==> src/rtl/cordic_pkg.sv <==
`default_nettype none
// ============================================================================
// Module   : cordic_pkg
// Brief    : Shared constants, arctangent table and FSM state type for the
//            CORDIC family of blocks. Angles are Q1.2.13 radians.
// Revision : 1.0 - initial release
// ============================================================================
package cordic_pkg;

    // Default number of vectoring micro-rotations
    localparam int ITER_DEFAULT = 14;

    // Angle accumulator width: holds +/-pi plus the full table sum with margin
    localparam int ZW = 18;

    // Angle and gain constants
    localparam int PI      = 25736;
    localparam int HALF_PI = 12868;
    localparam int K_INV   = 9949;

    // atan(2^-i) in Q1.2.13, i = 0..13
    localparam int ATAN_LEN = 14;
    localparam int ATAN [ATAN_LEN] = '{6434, 3798, 2007, 1019, 511, 256, 128,
                                       64, 32, 16, 8, 4, 2, 1};

    typedef enum logic [1:0] {
        IDLE  = 2'd0,
        ROT   = 2'd1,
        SCALE = 2'd2,
        DONE  = 2'd3
    } state_t;

    // Table lookup by runtime index; out-of-range indices return zero
    function automatic logic signed [ZW-1:0] atan_at(input int idx);
        logic signed [ZW-1:0] r;
        r = '0;
        for (int k = 0; k < ATAN_LEN; k++) begin
            if (idx == k) r = ZW'(ATAN[k]);
        end
        return r;
    endfunction

endpackage
`default_nettype wire

==> src/rtl/cordic_microrot.sv <==
`default_nettype none
// ============================================================================
// Module   : cordic_microrot
// Brief    : One combinational CORDIC vectoring micro-rotation. Rotates the
//            vector towards the positive x axis and accumulates the angle.
// Revision : 1.0 - initial release
// ============================================================================
module cordic_microrot
    import cordic_pkg::*;
#(
    parameter int IW = 20,
    parameter int SW = 4
) (
    input  logic signed [IW-1:0] x_i,
    input  logic signed [IW-1:0] y_i,
    input  logic signed [ZW-1:0] z_i,
    input  logic        [SW-1:0] shift_i,
    input  logic signed [ZW-1:0] atan_i,
    output logic signed [IW-1:0] x_o,
    output logic signed [IW-1:0] y_o,
    output logic signed [ZW-1:0] z_o
);

    logic signed [IW-1:0] w_x_sh;
    logic signed [IW-1:0] w_y_sh;

    assign w_x_sh = x_i >>> shift_i;
    assign w_y_sh = y_i >>> shift_i;

    // Direction follows the sign of y so the residual angle is driven to zero
    always_comb begin
        if (!y_i[IW-1]) begin
            x_o = x_i + w_y_sh;
            y_o = y_i - w_x_sh;
            z_o = z_i + atan_i;
        end else begin
            x_o = x_i - w_y_sh;
            y_o = y_i + w_x_sh;
            z_o = z_i - atan_i;
        end
    end

endmodule
`default_nettype wire

==> src/rtl/cordic_atan2.sv <==
`default_nettype none
// ============================================================================
// Module   : cordic_atan2
// Brief    : Iterative CORDIC vectoring engine producing atan2(y,x) in
//            Q1.2.13 radians and a gain-compensated magnitude in Q1.1.14.
//            One sample in flight; valid/ready handshakes on both sides.
// Revision : 1.0 - initial release
// ============================================================================
module cordic_atan2
    import cordic_pkg::*;
#(
    parameter int ITER = ITER_DEFAULT,  // 12..14
    parameter int IW   = 20             // >= 18
) (
    input  logic               clk,
    input  logic               rst,
    input  logic               valid_in,
    output logic               ready_in,
    input  logic signed [15:0] x_in,
    input  logic signed [15:0] y_in,
    output logic               valid_out,
    input  logic               ready_out,
    output logic signed [15:0] phase_out,
    output logic        [15:0] mag_out
);

    localparam int CW = $clog2(ITER);
    // Inputs need 18 signed bits after CORDIC gain; spare datapath bits are
    // used as fractional guard bits to keep truncation noise off the phase.
    localparam int GB     = IW - 18;
    localparam int PW     = IW + 16;
    localparam int MAG_SH = 14 + GB;

    localparam logic        [CW-1:0] C_LAST    = CW'(ITER - 1);
    localparam logic signed [ZW-1:0] C_HP_POS  = ZW'(HALF_PI);
    localparam logic signed [ZW-1:0] C_HP_NEG  = ZW'(-HALF_PI);
    localparam logic signed [ZW-1:0] C_PI_POS  = ZW'(PI);
    localparam logic signed [ZW-1:0] C_PI_NEG  = ZW'(-PI);
    localparam logic signed [15:0]   C_PH_MAX  = 16'(PI);
    localparam logic signed [15:0]   C_PH_MIN  = 16'(-PI);
    localparam logic signed [PW-1:0] C_KINV    = PW'(K_INV);
    localparam logic signed [PW-1:0] C_MAG_RND = PW'(1) <<< (MAG_SH - 1);
    localparam logic signed [PW-1:0] C_MAG_MAX = PW'(32767);

    state_t               state_q;
    logic [CW-1:0]        cnt_q;
    logic signed [IW-1:0] x_q;
    logic signed [IW-1:0] y_q;
    logic signed [ZW-1:0] z_q;
    logic signed [15:0]   phase_q;
    logic        [15:0]   mag_q;

    logic signed [IW-1:0] w_x_ext;
    logic signed [IW-1:0] w_y_ext;
    logic signed [IW-1:0] pre_x_d;
    logic signed [IW-1:0] pre_y_d;
    logic signed [ZW-1:0] pre_z_d;
    logic signed [IW-1:0] rot_x_d;
    logic signed [IW-1:0] rot_y_d;
    logic signed [ZW-1:0] rot_z_d;
    logic signed [ZW-1:0] w_atan;
    logic signed [PW-1:0] w_prod;
    logic signed [PW-1:0] w_mag;
    logic signed [15:0]   phase_d;
    logic        [15:0]   mag_d;

    // Negation happens at IW bits so -(-32768) is representable
    assign w_x_ext = IW'(x_in) <<< GB;
    assign w_y_ext = IW'(y_in) <<< GB;

    // Fold left-half-plane inputs into the right half plane by +/-90 degrees
    always_comb begin
        pre_x_d = w_x_ext;
        pre_y_d = w_y_ext;
        pre_z_d = '0;
        if (x_in[15]) begin
            if (!y_in[15]) begin
                pre_x_d = w_y_ext;
                pre_y_d = -w_x_ext;
                pre_z_d = C_HP_POS;
            end else begin
                pre_x_d = -w_y_ext;
                pre_y_d = w_x_ext;
                pre_z_d = C_HP_NEG;
            end
        end
    end

    assign w_atan = atan_at(int'(cnt_q));

    cordic_microrot #(
        .IW (IW),
        .SW (CW)
    ) u_microrot (
        .x_i     (x_q),
        .y_i     (y_q),
        .z_i     (z_q),
        .shift_i (cnt_q),
        .atan_i  (w_atan),
        .x_o     (rot_x_d),
        .y_o     (rot_y_d),
        .z_o     (rot_z_d)
    );

    // Gain compensation with round-half-up, back to input scale
    assign w_prod = PW'(x_q) * C_KINV;
    assign w_mag  = (w_prod + C_MAG_RND) >>> MAG_SH;

    // Saturate results; an all-zero vector leaves z meaningless, so force 0
    always_comb begin
        mag_d   = w_mag[15:0];
        phase_d = z_q[15:0];
        if (w_mag[PW-1]) begin
            mag_d = '0;
        end else if (w_mag > C_MAG_MAX) begin
            mag_d = 16'h7FFF;
        end
        if (z_q > C_PI_POS) begin
            phase_d = C_PH_MAX;
        end else if (z_q < C_PI_NEG) begin
            phase_d = C_PH_MIN;
        end
        if (x_q == '0) begin
            mag_d   = '0;
            phase_d = '0;
        end
    end

    // Control FSM plus datapath registers; reset drops any in-flight sample
    always_ff @(posedge clk) begin
        if (rst) begin
            state_q <= IDLE;
            cnt_q   <= '0;
            x_q     <= '0;
            y_q     <= '0;
            z_q     <= '0;
            phase_q <= '0;
            mag_q   <= '0;
        end else begin
            case (state_q)
                IDLE: begin
                    if (valid_in) begin
                        x_q     <= pre_x_d;
                        y_q     <= pre_y_d;
                        z_q     <= pre_z_d;
                        cnt_q   <= '0;
                        state_q <= ROT;
                    end
                end
                ROT: begin
                    x_q <= rot_x_d;
                    y_q <= rot_y_d;
                    z_q <= rot_z_d;
                    if (cnt_q == C_LAST) begin
                        state_q <= SCALE;
                    end else begin
                        cnt_q <= cnt_q + CW'(1);
                    end
                end
                SCALE: begin
                    phase_q <= phase_d;
                    mag_q   <= mag_d;
                    state_q <= DONE;
                end
                DONE: begin
                    if (ready_out) begin
                        state_q <= IDLE;
                    end
                end
                default: state_q <= IDLE;
            endcase
        end
    end

    assign ready_in  = (state_q == IDLE);
    assign valid_out = (state_q == DONE);
    assign phase_out = phase_q;
    assign mag_out   = mag_q;

endmodule
`default_nettype wire
==> config.mk <==
export PLATFORM = sky130hd
export DESIGN_NAME = cordic_atan2
export DESIGN_NICKNAME = d
export VERILOG_FILES = /design/src/rtl/cordic_pkg.sv /design/src/rtl/cordic_microrot.sv /design/src/rtl/cordic_atan2.sv
export SDC_FILE = /design/constraint.sdc
export NUM_CORES = 1
export LEC_CHECK = 0
export CAP_MARGIN = 40
export CELL_PAD_IN_SITES_DETAIL_PLACEMENT = 1
export CELL_PAD_IN_SITES_GLOBAL_PLACEMENT = 1
export CORE_UTILIZATION = 49
export CTS_BUF_LIST = sky130_fd_sc_hd__clkbuf_4
export DETAILED_ROUTE_END_ITERATION = 7
export PLACE_DENSITY = 0.88
export SYNTH_ARGS = -nofsm -noshare
export SYNTH_HDL_FRONTEND = slang
export SYNTH_HIERARCHICAL = 1
export SYNTH_SLANG_ARGS = --single-unit
==> constraint.sdc <==
create_clock -name clk -period 7.2 [get_ports clk]
set_input_delay 1.44 -clock clk [delete_from_list [all_inputs] [get_ports clk]]
set_output_delay 1.44 -clock clk [all_outputs]
set_load 0.02 [all_outputs]
After elaboration in Yosys (flattened, before gate mapping). Cells that the tools add are included.

Flip-flop bits (word level): 96. Output and inout bits: 34. Input bits: 36.

Reduce and logical (&&, ||, !) cells: 7. Shift-type cells: 2. Add/sub/neg operators: 10. Multipliers: 1. Magnitude comparators: 3. Mux-type cells: 42. Equal/unequal tests: 21.

Operator list (number): $mux 18 (17); $mux 20 (8); $mux 16 (6); $pmux 20 s2 (2); $add 20x20->20 (2); $neg 18->20 (2); $sshr 20x4->20 (2); $sub 20x20->20 (2); $add 35x17->36 const B (1); $eq 4x4->1 const B (9); $pmux 18 s2 (1); $mul 20x15->35 const B (1); $gt 20x16->1 const B (1); $logic_not 20->1 (1); $add 18x18->18 (1); $gt 18x16->1 const B (1); $lt 18x16->1 const B (1); $sub 18x18->18 (1); $eq 4x3->1 const B (4); $mux 13 (1); $mux 4 (2); $pmux 2 s4 (1); $pmux 4 s2 (1); $mux 2 (3); other kinds (11) (15).

Logic depth before layout (Yosys ltp).
Depth in word-level cells: 18. Depth in mapped cells: 26.

Cells and area by module. The synthesis kept the hierarchy.

By module, submodules not included: cordic_atan2 (sequential area each 1921.8 µm², times used 1, area an instance 11659.9 µm², cells each 1351); cordic_microrot (sequential area each 0.0 µm², times used 1, area an instance 6089.6 µm², cells each 813).

Least setup slack after synthesis. Ideal clock, no wire load.

Path type: register to register. Start point: register x_q[19]. End point: register mag_q[13] (netlist: mag_out[13]). Stages on the path, launching flop included: 22. Arrival time: 5983 ps. Clock period less this slack: 6114 ps. Data required time: 7068 ps. Path slack: 1086 ps. Setup time: 132 ps. Cells stage by stage: dfxtp_1 inv_1 ha_1 inv_1 fa_1 inv_1 fa_1 fa_1 fa_1 inv_1 fa_1 inv_1 ha_1 a21oi_1 o21ai_1 o31ai_1 a211oi_1 o21ai_1 nor3b_1 a2bb2oi_2 buf_2 a31oi_1.

Longest elaborated chain between the ends: 6. Elaborated cells on any way between the ends: 7.

Ends and longest elaborated chain: start, declared (line cordic_atan2.sv:47) `logic signed [IW-1:0] x_q;`; start signal, assigned (line cordic_atan2.sv:143) `x_q <= pre_x_d;`; start signal, assigned (line cordic_atan2.sv:151) `x_q <= rot_x_d;`; $mul 20x15->35 (line cordic_atan2.sv:106) `assign w_prod = PW'(x_q) * C_KINV;`; $add 35x17->36 (line cordic_atan2.sv:107) `assign w_mag = (w_prod + C_MAG_RND) >>> MAG_SH;`; $gt 20x16->1 (line cordic_atan2.sv:115) `end else if (w_mag > C_MAG_MAX) begin`; $mux 16 (line cordic_atan2.sv:115); $mux 16 (line cordic_atan2.sv:113) `if (w_mag[PW-1]) begin`; $mux 16 (*) (line cordic_atan2.sv:123) `if (x_q == '0) begin`; end signal, assigned (line cordic_atan2.sv:162) `mag_q <= mag_d;`; end, declared (line cordic_atan2.sv:51) `logic [15:0] mag_q;`.

Mark *: on every way between the ends. The rest lies on a longest branch, timed or not. A chain may end at the register's enable or synchronous reset.

Worst setup path in the final report.
Start point: register x_q[6]. End point: register mag_q[10] (netlist: mag_out[10]).

Same word-level chain as after synthesis.

==> run metrics <==
via/cell ratio 6.27; Max Freq 0.149 GHz; DRC violations left 0; Die Y ~190 um; Site Rows a little under 70; core box area between 30000 and 40000 um2; synth warn 6; synthesized instance count about 2200; first-pass GRT wire length ~94 mm; slew margin rel. 0.402; mux cell area share after synthesis 0.0826; worst-margin pin slew slightly below 0.9 ns; Setup violations, final 0; synth unique cells a little over 90; Final nets approximately 2600; final period utilization 0.935; largest family of logic cells by synthesized area adder cells; Longest Clk Path Bufs 2; setup bufs post-CTS 0; Synth Area per Inst between 8 and 9 um2; WS Path Type reg2reg; crit path cell chain inv_1 > ha_1 > fa_1 > fa_1 > fa_1 > fa_1 > inv_1 > fa_1 > inv_1 > ha_1 > a21oi_1 > o21bai_1 > o31ai_1 > a211oi_1 > o21ai_1 > nor3b_1 > a2bb2oi_2 > a41oi_1; Hold-fix buffers, CTS 0; most used cell along the critical path fa_1; CTS Sinks 96; sequential share of the synthesized area 0.108; Fin Setup TNS 0 ns; layout cells sized above 1 0.0624; Detailed Routing Iterations Pass 1 6; Slowest cell on crit path dfxtp_1; Layout area overhead 7.23%; adder-cell share of the synthesized area 0.305; drt wl/cell approximately 22 um; vias in the first global route roughly 18000; GRT Residual Overflow 0; Root Buffer clkbuf_4; Top FF cell, synth dfxtp_1; Seq cells post-synth 96; Fillers ~4400; Iteration-0 DRC Markers between 1000 and 1500; Post-DRT Antenna Nets 0; Post-Synth XOR/XNOR Area 0.0717; Hold Vio Cnt, Final 0; I/O Buffers 69; EDFF count, synth 0; clock-pin slew on the worst setup and hold paths about 0.20 ns; pin count of the biggest net entering global routing 75; worst hold path type reg2reg; detailed placer's ending HPWL between 40 and 50 mm; Total Wirelength about 59 mm; initial antenna violation count 2; Setup crit end kind flip-flop; complex-gate fraction of the synthesized area 0.188; RSZ-0062 raised after global routing false; gpl congestion between 0.9 and 1; Worst EP required 7.67 ns; crit-path max cell delay roughly 0.76 ns; I/O pin total 70; Global Route Usage Sum 0.325; clock latency on the worst-skew pair approximately 0.6 ns; Final Slew Violations 0; arrival time at the worst endpoint 7.20 ns; total die area 37000 um2; critical path fanouts, max 15; CTS Buf Count 9; maxcap violations 0; final worst path period need 6.73 ns; via count roughly 17000; die width 192 um; H-tree depth 3; simple-gate share of the synthesized area 0.163; Netlist Area Pre-Place roughly 18000 um2; CTS tree yes; run status completed; clk_skew about 0.037 ns; initial core utilization 0.499; Startpoint Class flip-flop; Synth async-reset ratio 0
sequential cells by signal (all words and copies together) (netlist names):
| signal | flops |
|---|---|
| state_q | 2 |
| z_q | 18 |
| phase_out | 16 |
| mag_out | 16 |
| cnt_q | 4 |
| y_q | 20 |
| x_q | 20 |
metal layers:
metal / share of wire / GRT usage / up-vias
met3: 0.050 / 0.0460 / 183
li1: - / - / 7618
met1: 0.41 / 0.398 / 8301
met4: 0.049 / 0.163 / 2
met2: 0.49 / 0.555 / 557
met5: 0.00020 / 0 / -
cell usage after synthesis, types with 35 or more instances:
cell	n	share of area
inv_1	262	0.055
ha_1	233	0.16
nor2_1	221	0.047
a21oi_1	155	0.044
nand2_1	135	0.029
fa_1	125	0.14
dfxtp_1	96	0.11
xnor2_1	83	0.041
o21ai_0	65	0.018
clkbuf_1	63	0.013
xor2_1	57	0.028
nor3_1	50	0.014
nand3_1	37	0.010
mux2i_1	36	0.020
mux4_2	36	0.046
nor2b_1	36	0.013
a31oi_1	35	0.012
critical path: cells and delay by family (launching register included):
family / cells / cell delay [ns]
simple gates: 1 / 0.27
compound gates: 7 / 1.87
buf+inv: 3 / 0.23
fa+ha+maj: 7 / 3.47
flops: 1 / 0.76
repair_timing:
action	in CTS	in global routing
setup endpoints to repair	0	15
hold endpoints to repair	0	0
resized for setup	0	2
layout make-up:
type                       count  area, um2  share of cell area
multi-input combinational   1719      14500               0.760
timing repair buffer          96        906              0.0476
antenna                        1       2.50            0.000131
clock inverter                 7       81.3             0.00427
tap                          461        577              0.0303
clock buffer                   9       67.6             0.00355
inverter                     267       1000              0.0527
sequential                    96       1930               0.101
path summary, 6_finish.rpt:
check	from	end	slack [ns]	cells after the start
worst max register to register	x_q[6]$_SDFFE_PP0P_	mag_out[10]$_SDFFE_PP0P_	0.47	18
worst max-delay path	x_q[6]$_SDFFE_PP0P_	mag_out[10]$_SDFFE_PP0P_	0.47	18
worst min-delay path	phase_out[5]$_SDFFE_PP0P_	phase_out[5]$_SDFFE_PP0P_	0.48	2
worst min register to register	phase_out[5]$_SDFFE_PP0P_	phase_out[5]$_SDFFE_PP0P_	0.48	2
placed cells by master (no fill, tap or decap), types with 37 or more instances in the layout:
master             n
a21oi_1          155
clkdlybuf4s50_1   67
xor2_1            57
dfxtp_1           89
nor3_1            50
nor2_1           221
nand3_1           37
nand2_1          135
ha_1             233
o21ai_0           65
fa_1             125
inv_1            262
xnor2_1           83
logic make-up after synthesis:
kind of cell	after synthesis
muxes	94
adders and majority gates	358
xor gates and xnor gates	142
and+or+nand+nor	606
other	1
buffers and inverters	360
DFF	96
AOI/OAI and AO/OA	507
per-stage QoR:
step / hold slack [ns] / cells / cell area [um2] / utilization / setup WS [ns]
final: 0.481 / 2656 / 19000 / 0.535 / 0.467
after global routing: 0.502 / 2656 / 19000 / 0.535 / 0.116
after CTS: 0.490 / 2655 / 19000 / 0.535 / 0.243
after detailed placement: 0.465 / 2639 / 18900 / 0.531 / 0.251
after global placement: 0.455 / 2637 / 18800 / 0.530 / 0.655
after floorplan: 0.466 / 2175 / 17800 / - / 1.09
Power is left out: the tool's default activity adds up to more than one toggle a clock period on the data nets, which glitch-free logic cannot reach.
==> variant (same flow settings) <==
`ITER_DEFAULT`: 14 -> 28.
--- a/src/rtl/cordic_pkg.sv
+++ b/src/rtl/cordic_pkg.sv
@@ -10,3 +10,3 @@
     // Default number of vectoring micro-rotations
-    localparam int ITER_DEFAULT = 14;
+    localparam int ITER_DEFAULT = 28;
 
Formal check against the unedited RTL: no difference found for any inputs over 10 cycles, from zero or initial values and one cycle with rst high; that may be too few to reach the edited logic, so the function may still have changed.
==> variant against the unedited design <==
Critical path depth is 3 higher. Sequential cell count up 1. Critical path type unchanged. Non-clock buffer count up 9. Synthesized cell count down 0.74%. Worst hold slack got worse by 5.3 ps. Cell area rose by 0.37%. Count of clock-buffer cells in the layout unchanged. Sequential share of layout area is essentially flat. Worst setup slack improved by 5.4 ps. Routed wire length decreased by 0.89%. Synthesized area fell by 0.32%.
Power is not shown: default switching activity piles up to over one toggle a cycle in this logic, so the estimate is an artifact.
==> variant: results (changes against the unedited design) <==
* Mux share of post-synthesis cell area at 8.72% (+0.46 points)
* Final WL at 58.7 mm (-0.89%)
* R2R setup slack at 470 ps
* # Post-CTS Setup Buffers at 0 (unchanged)
* XOR/XNOR share of the synthesized area at 7.18% (+0.0087 points)
* Asr flop ratio synth at 0% (unchanged)
* Largest regs: x_q (20), y_q (20), z_q (18)
* Setup WS pre-CTS at 581 ps (+330 ps)
* Final worst hold slack at 476 ps (-5.31 ps)
* Drt via density at 6.24 (-0.50%)
* H-tree depth at 3 (unchanged)
* Final Wtd Congestion at 0.952 (+0.34%)
* Share of cells above drive strength 1 at 6.53% (+0.28 points)
* Synth Area in Compound Gates at 19.3% (+0.49 points)
* Nets at 2580 (-0.12%)
* Ranking of synthesized cells by area: ha_1, fa_1, dfxtp_1, inv_1, mux4_2
* Count of unique library cells instantiated by Yosys at 94 (+2.2%)
* Post-DP HPWL at 47.6 mm (-0.28%)
* Arr. time, crit path at 7170 ps (-30 ps)
* Initial antenna violation count at 2 (unchanged)
* Drt pass-1 iters at 8 (+2)
* Top-count cell post-synth: inv_1
* Fin crit share at 93.4% (about the same)
* Yosys warns at 6 (unchanged)
* Worst-Margin Slew at 949 ps (+64.0 ps)
* Largest net degree at the start of global routing at 74 (-1.3%)
* IO Port Bufs at 69 (unchanged)
* Deepest clock path buffer count at 2 (unchanged)
* Adder-cell share of the synthesized area at 30.7% (+0.14 points)
* Initial DRC Count at 1127 (-12%)
* Hold WC Path Type: reg2reg
* Ys flop type: dfxtp_1
* Crit-path max FO at 15 (unchanged)
* Worst skew pair latency at 620 ps (+20 ps)
* Outcome: finished, final reports clean
* Placement Cell Area at 0.0190 mm² (+0.46%)
* Clk root buf: clkbuf_4
* Commonest cells post-synth: inv_1, ha_1, nor2_1
* CTS clk-pin slew, worst paths at 210 ps
* Global-route wire length before repair at 93.7 mm (-0.32%)
* Sequential fraction of the synthesis area at 11.0% (+0.15 points)
* Vias at 16584 (-0.46%)
* Clock skew at 40.1 ps (+2.85 ps)
* Post-Syn Instances at 2148 (-0.74%)
* All-layer global routing usage at 32.5% (+0.057 points)
* Total CTS buffers at 9 (unchanged)
* Post-CTS sizing at 0 (unchanged)
==> variant: changes by cell type after synthesis, moves of 7 or more <==
cell	unedited run	this run
nand3_1	37	28
o21ai_0	65	93
nor2b_1	36	20
nand2_1	135	127
nand2b_1	29	21
a31oi_1	35	20
mux2i_1	36	47
nor3_1	50	43
inv_1	262	270
o21bai_1	19	9
==> variant: final cells by class <==
| class | instances | area (µm²) |
|---|---|---|
| fillers | 4369 | 16500 |
| multi-input cells | 1700 | 14400 |
| flip-flops and latches | 97 | 1950 |
| repair buffers | 105 | 1030 |
| inverters | 273 | 1020 |
| well taps | 461 | 577 |
| clock buffers | 9 | 67.6 |
| clock inverters | 7 | 58.8 |
| diodes | 5 | 12.5 |
==> variant: routing by layer <==
layer / vias to the layer above / track usage, % / routed length (µm)
met5: - / 0 / 0
met4: 0 / 12.2 / 2040
met3: 120 / 3.44 / 2400
met2: 479 / 57.2 / 29100
met1: 8355 / 40.8 / 25200
li1: 7630 / - / -
==> variant: critical path: stages (launching register included) <==
cell and delay, ps:
dfxtp_1 850, inv_1 120, ha_1 400, ha_1 350, a21oi_1 290, fa_1 460, inv_1 80, fa_1 430
fa_1 540, inv_1 50, fa_1 540, inv_1 50, ha_1 340, and4_1 220, nand4_1 110, or3b_4 420
a31oi_1 400, a211oi_1 170, xnor2_1 170, a211oi_2 200, buf_4 230, a311oi_1 110
==> variant: final timing paths <==
kind                     start           end  depth (start not counted)
setup / recovery        x_q[5]   mag_out[14]                         21
hold / removal    phase_out[5]  phase_out[5]                          2
hold reg to reg   phase_out[5]  phase_out[5]                          2
setup reg to reg        x_q[5]   mag_out[14]                         21
